File: config.mk
export PLATFORM = sky130hd
export DESIGN_NAME = pipe_stage_regs_fde
export DESIGN_NICKNAME = d
export VERILOG_FILES = /design/src/rtl/pipe_stage_regs_fde.sv
export SDC_FILE = /design/constraint.sdc
export NUM_CORES = 1
export LEC_CHECK = 0
export ABC_AREA = 1
export BUFFER_PORTS_ARGS = -buffer_cell sky130_fd_sc_hd__buf_4
export CORE_AREA = 2 2 262 264
export DETAILED_ROUTE_END_ITERATION = 16
export DIE_AREA = 0 0 264 266
export SLEW_MARGIN = 0
export SYNTH_ARGS = -nofsm -noshare
export SYNTH_HDL_FRONTEND = slang
export SYNTH_SLANG_ARGS = --single-unit
File: constraint.sdc
create_clock -name clk -period 2.1 [get_ports clk]
set_input_delay 0.42 -clock clk [delete_from_list [all_inputs] [get_ports clk]]
set_output_delay 0.42 -clock clk [all_outputs]
set_load 0.05 [all_outputs]
File: src/rtl/pipe_stage_regs_fde.sv
// F/D/E pipeline registers for the RV32I five-stage core, with hazard-unit
// hold/bubble semantics and saturating event counters.
module pipe_stage_regs_fde #(
  parameter logic [31:0] RESET_PC  = 32'h0000_0000,
  parameter int          CTRL_W    = 16,
  parameter logic [31:0] NOP_INSTR = 32'h0000_0013
) (
  input  logic              clk,
  input  logic              reset,
  input  logic              stallF,
  input  logic              stallD,
  input  logic              flushD,
  input  logic              flushE,
  input  logic [31:0]       PC_nextF,
  input  logic [31:0]       instrF,
  input  logic [31:0]       PCPlus4F,
  input  logic [CTRL_W-1:0] ctrlD,
  input  logic [31:0]       rd1D,
  input  logic [31:0]       rd2D,
  input  logic [31:0]       immExtD,
  input  logic [4:0]        rs1D,
  input  logic [4:0]        rs2D,
  input  logic [4:0]        rdD,
  output logic [31:0]       PCF,
  output logic [31:0]       instrD,
  output logic [31:0]       PCD,
  output logic [31:0]       PCPlus4D,
  output logic              validD,
  output logic              validE,
  output logic [CTRL_W-1:0] ctrlE,
  output logic [31:0]       rd1E,
  output logic [31:0]       rd2E,
  output logic [31:0]       immExtE,
  output logic [31:0]       PCE,
  output logic [31:0]       PCPlus4E,
  output logic [4:0]        rs1E,
  output logic [4:0]        rs2E,
  output logic [4:0]        rdE,
  output logic [31:0]       stall_cnt,
  output logic [31:0]       redirect_cnt,
  output logic [31:0]       bubble_cnt,
  output logic [31:0]       issue_cnt
);

  localparam logic [31:0] CNT_MAX = 32'hFFFF_FFFF;

  function automatic logic [31:0] satInc(input logic [31:0] value);
    return (value == CNT_MAX) ? value : value + 32'd1;
  endfunction

  // A redirect must win over a fetch stall, otherwise the target would be lost.
  always_ff @(posedge clk) begin
    if (reset) begin
      PCF <= RESET_PC;
    end else if (!stallF || flushD) begin
      PCF <= PC_nextF;
    end
  end

  always_ff @(posedge clk) begin
    if (reset || flushD) begin
      instrD   <= NOP_INSTR;
      PCD      <= '0;
      PCPlus4D <= '0;
      validD   <= 1'b0;
    end else if (!stallD) begin
      instrD   <= instrF;
      PCD      <= PCF;
      PCPlus4D <= PCPlus4F;
      validD   <= 1'b1;
    end
  end

  // Bubbles zero the register indices so they never match in forwarding or lw-stall checks.
  always_ff @(posedge clk) begin
    if (reset || flushE) begin
      ctrlE    <= '0;
      rd1E     <= '0;
      rd2E     <= '0;
      immExtE  <= '0;
      PCE      <= '0;
      PCPlus4E <= '0;
      rs1E     <= '0;
      rs2E     <= '0;
      rdE      <= '0;
      validE   <= 1'b0;
    end else begin
      ctrlE    <= ctrlD;
      rd1E     <= rd1D;
      rd2E     <= rd2D;
      immExtE  <= immExtD;
      PCE      <= PCD;
      PCPlus4E <= PCPlus4D;
      rs1E     <= rs1D;
      rs2E     <= rs2D;
      rdE      <= rdD;
      validE   <= validD;
    end
  end

  // Redirect-driven flushes of E are excluded from the load-use bubble count.
  always_ff @(posedge clk) begin
    if (reset) begin
      stall_cnt    <= '0;
      redirect_cnt <= '0;
      bubble_cnt   <= '0;
      issue_cnt    <= '0;
    end else begin
      if (stallD && !flushD) stall_cnt    <= satInc(stall_cnt);
      if (flushD)            redirect_cnt <= satInc(redirect_cnt);
      if (flushE && !flushD) bubble_cnt   <= satInc(bubble_cnt);
      if (validD && !flushE) issue_cnt    <= satInc(issue_cnt);
    end
  end

endmodule

==> impl_metrics.ini <==
[synth]
synthDominantCellAreaShare_pct = 51.8
synthTopCellsByArea = dfxtp_1 (52%), nor2_1 (13%), nand2_1 (9.1%), inv_1 (6.5%), a21oi_1 (4.7%)
synthesis.instances = 2394
yosysTopAreaCell = dfxtp_1
synth_edf_count = 0
most_frequent_cell_after_synthesis = nor2_1
main_synth_ff_type = dfxtp_1
synth.ff_latch_count = 449
synth-async-reset-ratio_pct = 0
synth_seq_area_share_pct = 51.8
yosysUniqueCellTypes = 36
synth.net_count = 2627
avgSynthCellArea_um2 = 7.26
synth.cells.most_frequent = nor2_1 (591), dfxtp_1 (449), nand2_1 (420)
post_synth_instance_area_um2 = 17400
yosysWarningCount = 0

[drt]
route.detailed.drc = 0
post_route_antenna_net_violation_count = 0
wl_um = 62400
via_per_inst = 4.32
detailedRoute.firstIterationViolations = 733
drt_pre_antenna_iters = 7
num_vias = 17400
route.detailed.wl_per_inst_um = 15.5

[worst_setup_path]
crit_required_ns = 2.60
worst-path-max-fanout = 10
critical_path_s_largest_stage_delay_ns = 0.44
worstPathCellList = ha_1 > nand2_1 > nor2_2 > nand2_4 > nor2_8 > a21oi_1 > buf_4 > nand2_1 > a21oi_1
path_delay_family = compound AO/OA/AOI/OAI gates
timing.critical_path.from_type = flip-flop
worst-path-buf-inv = 1
critical_path.endpoint_type = flip-flop
arrival_ns = 2.35
crit_path_top_delay_cell = a21oi_1
critical_path_class = reg2reg

[power]
p_leak_nw = 11.8
peakVddDrop_uv = 768
power.net_switching_w = 0.00539
relative_contribution_of_sequential_cells_to_total_power_pct = 43.6
internal_power_w = 0.0151
power_density_nw_per_um2 = 797
post_layout_power_w = 0.0204
netSwitchingFraction_pct = 26.3
clock_power_share_pct = 44.6
share_comb_of_total_power_pct = 11.8

[timing]
highest_clock_rate_ghz = 0.541
grt_setup_unrepaired = no
timing.final.ws_setup_ns = 0.253
clock-skew-final_ns = 0.0154
final.min_clock_period_ns = 1.85
timing_hold_violations_final = 0
max_slew_margin_pct = 41.1
setup_viol = 0
worstMarginPinSlew_ns = 0.883
tns_ns = 0
final-max-slew-violation-count = 0
period_share_pct = 88.0

[status]
outcome = completed

[clock_tree]
cts_tree = yes
cts_buffers = 50
cts.reportedPaths.clkPinSlew_ns = 0.06
cts_max_level = 2
root_buffer = clkbuf_16
postCtsSetupRepairBufs = 0
clk_latency_ns = 0.59
clock_sinks = 449
cts_buffer_depth = 3

[place]
buffer_ports.inserted = 677
place_ws_ns = 0.236
detailed_place_hpwl_um = 47600
detailed_place.area_um2 = 23900
gpl.final_weighted_congestion = 0.910

[run]
maxCapViolations = 0

[hold_path]
hold_class = in2reg

[global_route]
overflow_left_after_global_routing = 0
antenna_found_initial = 1
grt_pass1_wl_um = 94100
grt_start_max_net_pins = 85
first_global_vias = 16600
global_route.usage.total_pct = 16.9

[floorplan]
fp.dieH_um = 266
io_pins = 678
placement_rows = 96
floorplan.die.width_um = 264
coreArea_um2 = 67700
die_footprint_um2 = 70200
initial_utilization_pct = 25.6

[final_layout]
layout.cell_area.non_filler_um2 = 25600
area_delta_synth_final_pct = 47.6
nNetsFinal = 3345
finalCoreUtilization_pct = 37.9
post_route_cells_drive_above_1_share_pct = 28.4
==> cell type report <==
| class | instances | area, um2 |
|---|---|---|
| clock inverter | 20 | 278 |
| tap | 882 | 1100 |
| sequential | 449 | 8990 |
| multi-input combinational | 1539 | 6800 |
| timing repair buffer | 761 | 5870 |
| inverter | 311 | 1170 |
| antenna | 1 | 2.50 |
| fill | 7102 | 42100 |
| clock buffer | 70 | 1430 |
==> per-layer routing <==
layer  GRT usage, %  up-vias  part of all wire, %
met5              0        -                    0
met4           6.25        0                  3.3
met3           5.79      112                  8.7
met2           28.6      596                   47
met1           19.8     7830                   41
li1               -     8869                    -
==> metrics by stage <==
step	hold WS (ns)	instances
2_1_floorplan	0.532	2394
6_report	0.0414	4033
5_1_grt	0.0161	4032
3_3_place_gp	0.442	3935
4_1_cts	0.0000165	4032
3_5_place_dp	0.444	3935
==> worst register-to-register path, cell delays in order, from the launching register on <==
cell     delay (ns)
dfxtp_1        0.31
ha_1           0.23
nand2_1        0.09
nor2_2         0.06
nand2_4        0.11
nor2_8         0.06
a21oi_1        0.44
buf_4          0.27
nand2_1        0.06
a21oi_1        0.13
==> logic make-up after synthesis <==
group                      Yosys count  synth area share [%]
AOI/OAI and AO/OA                  302                  9.15
DFF                                449                  51.8
and+or+nand+nor                   1216                  28.8
buffers and inverters              406                  9.20
xor gates and xnor gates            17                 0.857
adders and majority gates            4                 0.288
==> path summary, 6_finish.rpt <==
path	startpoint	end	slack (ns)	depth (start not counted)
setup / recovery	redirect_cnt[0]	redirect_cnt[7]	0.25	9
hold / removal	immExtD[0]	immExtE[0]	0.04	3
setup reg to reg	redirect_cnt[0]	redirect_cnt[7]	0.25	9
hold reg to reg	PCPlus4D[10]	PCPlus4E[10]	0.45	2
==> flip-flops by register name, summed over array words and instances, names as in the netlist, 5 cells and up <==
signal,count
PCD,32
PCE,32
PCF,32
PCPlus4D,32
PCPlus4E,32
bubble_cnt,32
ctrlE,16
immExtE,32
instrD,32
issue_cnt,32
rd1E,32
rd2E,32
rdE,5
redirect_cnt,32
rs1E,5
rs2E,5
stall_cnt,32
==> power by group through the flow <==
stage               clock network, W  registers, W  logic (W)
detailed placement                 0       0.00909    0.00241
global placement                   0       0.00909    0.00241
global route                 0.00971       0.00893    0.00256
floorplan                          0       0.00995   0.000512
CTS                          0.00940       0.00891    0.00243
finish                       0.00913       0.00891    0.00241
==> cells in the final DEF (no fill, tap or decap), types with 4 or more instances in the layout <==
master,Yosys,final
nand3_1,118,117
o21ai_1,6,6
buf_4,0,743
clkbuf_1,71,10
nand2_1,420,419
inv_2,6,5
nor2_1,591,590
nor3_1,14,14
nor2_2,15,15
clkbuf_8,0,10
nand2_2,10,10
bufinv_16,0,6
a31oi_1,5,5
dlygate4sd3_1,0,7
nand4_1,27,27
dfxtp_1,449,449
o21ai_0,108,108
clkbuf_16,0,50
xor2_1,11,11
a21oi_2,15,15
xnor2_1,6,6
ha_1,4,4
a21oi_1,162,162
clkinv_2,0,8
buf_12,0,11
nand3_2,4,5
a211oi_1,6,6
inv_1,303,303
==> what timing repair did <==
item	CTS	global route
setup endpoints to repair	0	5
hold endpoints to repair	7	0
resized for setup	0	1
hold buffers	7	0
No activity file was read; power rests on OpenSTA's default activity.
